--- config.mk ---
export PLATFORM = sky130hd
export DESIGN_NAME = fifo_nibble_packer
export DESIGN_NICKNAME = d
export VERILOG_FILES = /design/src/rtl/fifo_nibble_packer.sv
export SDC_FILE = /design/constraint.sdc
export NUM_CORES = 1
export LEC_CHECK = 0
export ABC_AREA = 0
export BUFFER_PORTS_ARGS = -buffer_cell sky130_fd_sc_hd__buf_4
export CAP_MARGIN = 10
export CORE_MARGIN = 5
export CORE_UTILIZATION = 40
export CTS_CLUSTER_SIZE = 10
export DETAILED_ROUTE_END_ITERATION = 10
export GPL_ROUTABILITY_DRIVEN = 0
export REMOVE_ABC_BUFFERS = 1
export SYNTH_ARGS = -nofsm -noshare
export SYNTH_HDL_FRONTEND = slang
export SYNTH_SLANG_ARGS = --single-unit
--- constraint.sdc ---
create_clock -name i_clk -period 2 [get_ports i_clk]
set_clock_uncertainty 0.2 [all_clocks]
set_input_delay 0.4 -clock i_clk [delete_from_list [all_inputs] [get_ports i_clk]]
set_output_delay 0.4 -clock i_clk [all_outputs]
set_load 0.1 [all_outputs]
--- src/rtl/fifo_nibble_packer.sv ---
// Drains a 4-bit synchronous FIFO two nibbles at a time, packs each pair into a byte
// and offers it on a valid/ready port; flush emits a lone held nibble when the FIFO runs dry.
module fifo_nibble_packer #(
    parameter int LOW_FIRST = 1,
    parameter int CNT_W     = 8
) (
    input  logic             i_clk,
    input  logic             i_rst_n,
    input  logic             i_fifo_empty,
    input  logic [3:0]       i_fifo_data,
    output logic             o_fifo_rd_en,
    input  logic             i_flush,
    output logic [7:0]       o_byte_out,
    output logic             o_byte_valid,
    input  logic             i_byte_ready,
    output logic             o_partial,
    output logic [CNT_W-1:0] o_byte_count
);

    typedef enum logic [2:0] {
        FETCH0 = 3'd0,
        CAP0   = 3'd1,
        FETCH1 = 3'd2,
        CAP1   = 3'd3,
        OUT    = 3'd4
    } state_t;

    state_t           r_state;
    state_t           w_next;
    logic [3:0]       r_hold;
    logic [7:0]       r_byte;
    logic             r_valid;
    logic             r_partial;
    logic [CNT_W-1:0] r_count;
    logic             w_pop_zone;
    logic             w_flush_go;
    logic             w_handshake;

    function automatic logic [7:0] pack(input logic [3:0] first, input logic [3:0] second);
        if (LOW_FIRST != 0) begin
            return {second, first};
        end
        return {first, second};
    endfunction

    always_ff @(posedge i_clk or negedge i_rst_n) begin
        if (!i_rst_n) begin
            r_state <= FETCH0;
        end else begin
            r_state <= w_next;
        end
    end

    always_comb begin
        w_next       = r_state;
        w_pop_zone   = (r_state == FETCH0) || (r_state == CAP0) || (r_state == FETCH1);
        // Gated by reset so no pop can be requested while the block is held in reset.
        o_fifo_rd_en = w_pop_zone && !i_fifo_empty && i_rst_n;
        w_flush_go   = (r_state == FETCH1) && i_fifo_empty && i_flush;
        w_handshake  = r_valid && i_byte_ready;
        case (r_state)
            FETCH0: begin
                if (!i_fifo_empty) begin
                    w_next = CAP0;
                end
            end
            CAP0: begin
                w_next = i_fifo_empty ? FETCH1 : CAP1;
            end
            FETCH1: begin
                if (!i_fifo_empty) begin
                    w_next = CAP1;
                end else if (i_flush) begin
                    w_next = OUT;
                end
            end
            CAP1: begin
                w_next = OUT;
            end
            OUT: begin
                if (w_handshake) begin
                    w_next = FETCH0;
                end
            end
            default: begin
                w_next = FETCH0;
            end
        endcase
    end

    always_ff @(posedge i_clk or negedge i_rst_n) begin
        if (!i_rst_n) begin
            r_hold    <= 4'h0;
            r_byte    <= 8'h00;
            r_valid   <= 1'b0;
            r_partial <= 1'b0;
            r_count   <= '0;
        end else begin
            case (r_state)
                CAP0: begin
                    r_hold    <= i_fifo_data;
                    r_partial <= 1'b1;
                end
                FETCH1: begin
                    // A lone nibble takes the first slot; partial stays up until it is accepted.
                    if (w_flush_go) begin
                        r_byte  <= pack(r_hold, 4'h0);
                        r_valid <= 1'b1;
                    end
                end
                CAP1: begin
                    r_byte    <= pack(r_hold, i_fifo_data);
                    r_valid   <= 1'b1;
                    r_partial <= 1'b0;
                end
                OUT: begin
                    if (w_handshake) begin
                        r_valid   <= 1'b0;
                        r_partial <= 1'b0;
                        r_count   <= r_count + {{(CNT_W-1){1'b0}}, 1'b1};
                    end
                end
                default: begin
                end
            endcase
        end
    end

    assign o_byte_out   = r_byte;
    assign o_byte_valid = r_valid;
    assign o_partial    = r_partial;
    assign o_byte_count = r_count;

endmodule

==> results.py <==
metrics = {
    "job": {
        "maxCapViolCount": 0,
    },
    "final_layout": {
        "antennaDiodeCount": 0,
        "syn2layout_area_growth_pct": 31.6,
        "drive_gt1_frac": 0.421,
        "instances_no_fill": 144,
        "final_common_cell": "buf_4",
        "final_cell_mix": "buf_4, dfrtp_1, mux2_2, xor2_1",
        "fin_nets": 125,
        "fillCellCount": 234,
        "final_cell_area_um2": 1340,
        "postLayoutCoreUtil": 0.545,
    },
    "die": {
        "die-width_um": 60.4,
        "core_um2": 2450,
        "io_pins": 28,
        "start_util": 0.414,
        "rows": 18,
        "die_area_um2": 3650,
        "die_h_um": 60.4,
    },
    "critical_path": {
        "cp.buffers_inverters": 1,
        "cp_cell_sequence": "a211oi_2, and2_4, buf_12",
        "cp_top_family": "flip-flops",
        "crit_cells": 3,
        "cp_data_arrival_time_ns": 1.37,
        "cp-end-kind": "output pin",
        "crit_required_ns": 1.40,
        "critical_path.max_fanout": 2,
        "cpMaxStageDelayCell": "dfrtp_2",
        "max_stage_delay_ns": 0.43,
        "worstSetupPathType": "reg2out",
        "r2r_cells": 4,
        "start_kind": "register",
    },
    "placement": {
        "postPlaceCellArea_um2": 1260,
        "dp_cells": 137,
        "io_buffers": 27,
        "pre_cts_ws_ns": 0.112,
        "hpwl_um": 1530,
    },
    "sta": {
        "worst_pin_slew_ns": 0.511,
        "timing.final.ws_setup_ns": 0.0300,
        "setup_viol": 0,
        "hold_viol_final": 0,
        "slew_viol_final": 0,
        "timing.slew.headroom": 0.657,
        "min_period_ns": 1.97,
        "rsz0062_at_grt": "yes",
        "period_share": 0.985,
        "fmax_mhz": 508,
    },
    "grt": {
        "gr-usage-met1": 0.180,
        "globalRouteMet2Util": 0.190,
        "use_met3": 0.0447,
        "grt-busiest-layer": "met2",
        "antenna_found_initial": 0,
        "grt_usage": 0.127,
        "grt_max_degree": 26,
        "grt_pass1_vias": 715,
        "grt_pass1_wl_um": 3460,
        "grt_overflow": 0,
    },
    "route": {
        "postRouteAntennaNets": 0,
        "drc_errors": 0,
        "wirelength_um": 2070,
        "via_count": 719,
        "avgRoutedWirePerCell_um": 14.4,
        "via_per_inst": 4.99,
        "first_pass_iters": 4,
        "drt_iter0_drc": 9,
    },
    "cts": {
        "clk_pin_slew_ns": 0.13,
        "htreeDepth": 1,
        "cts_buffer_depth": 2,
        "insertion_delay_ns": 0.31,
        "cts_root_buffer": "clkbuf_4",
        "cts_tree": "yes",
        "cts_made_buffers": 3,
        "cts.sinks": 25,
    },
    "logic_synthesis": {
        "ys_ff_latch": 25,
        "synth_largest_type_area_fraction": 0.615,
        "syn-instance-count": 80,
        "ys_top_cells_by_area": "dfrtp_1, mux2_2, xor2_1",
        "avgSynthCellArea_um2": 12.7,
        "synth_area_um2": 1020,
        "seq_area_frac_synth": 0.615,
        "synth_top_cell_by_area": "dfrtp_1",
        "yosys_warnings": 0,
        "synth.distinct_cells": 23,
    },
    "status": {
        "status": "complete, no violations",
    },
    "worst_hold_path": {
        "min_path_type": "in2reg",
        "min_path_cells": 2,
    },
}
layout make-up:
cell class | instances | area (µm²) | share of cell area
repair buffers | 32 | 255 | 0.191
inverters | 3 | 11.3 | 0.00841
clock buffers | 4 | 26.3 | 0.0196
well taps | 30 | 37.5 | 0.0280
multi-input cells | 50 | 382 | 0.285
flip-flops and latches | 25 | 627 | 0.468
synthesized netlist by cell type:
cell / instances
a211oi_1: 1
a21oi_1: 2
a22o_1: 4
and2_1: 1
buf_6: 1
clkbuf_1: 1
dfrtp_1: 25
ha_1: 1
inv_1: 3
mux2_2: 9
mux2i_1: 1
nand2_1: 4
nand2b_1: 1
nand3_1: 2
nand4_1: 2
nor2_1: 5
nor3_1: 4
nor4_1: 2
o21ai_0: 1
o22ai_1: 1
or3_1: 1
or3b_1: 1
xor2_1: 7
worst paths after layout:
check | from | end | slack (ns)
max | r_state[1]$_DFFE_PN0P_ | o_fifo_rd_en | 0.03
min | i_fifo_empty | r_state[0]$_DFFE_PN0P_ | 0.05
max reg2reg | r_state[1]$_DFFE_PN0P_ | o_byte_count[7]$_DFFE_PN0P_ | 0.06
min reg2reg | o_byte_count[7]$_DFFE_PN0P_ | o_byte_count[7]$_DFFE_PN0P_ | 0.29
max in group asynchronous | i_rst_n | r_state[1]$_DFFE_PN0P_ | 0.94
min in group asynchronous | i_rst_n | o_byte_count[5]$_DFFE_PN0P_ | 0.41
logic make-up after synthesis:
| family | Yosys count | synth area share |
|---|---|---|
| flops | 25 | 0.615 |
| simple gates | 23 | 0.114 |
| mux | 10 | 0.109 |
| compound gates | 9 | 0.0627 |
| xor+xnor | 7 | 0.0603 |
| buf+inv | 5 | 0.0258 |
| fa+ha+maj | 1 | 0.0123 |
metrics by stage:
stage	hold WS [ns]	setup TNS, ns
floorplan	-0.0956	-0.134
global route	0.0329	-0.0442
finish	0.0530	0
CTS	0.0396	0
detailed placement	0.222	0
global placement	0.217	0
routing by layer:
metal	up-vias	part of all wire
met3	2	0.064
li1	347	-
met4	0	0.011
met1	354	0.46
met2	16	0.46
met5	-	0
state kept, by name, summed over array words and instances (netlist names):
| signal | flops |
|---|---|
| o_partial | 1 |
| o_byte_count | 8 |
| r_state | 3 |
| o_byte_valid | 1 |
| r_hold | 4 |
| o_byte_out | 8 |
repair_timing:
| action | in CTS | in global routing |
|---|---|---|
| hold buffers | 1 | 0 |
| setup endpoints to repair | 1 | 2 |
| pin swaps | 1 | 0 |
| buffers inserted | 2 | 0 |
| cloned | 0 | 0 |
| resized for setup | 6 | 2 |
| endpoints found under the hold margin | 25 | 0 |
Power is not shown: default switching activity piles up to over one toggle a cycle in this logic, so the estimate is an artifact.
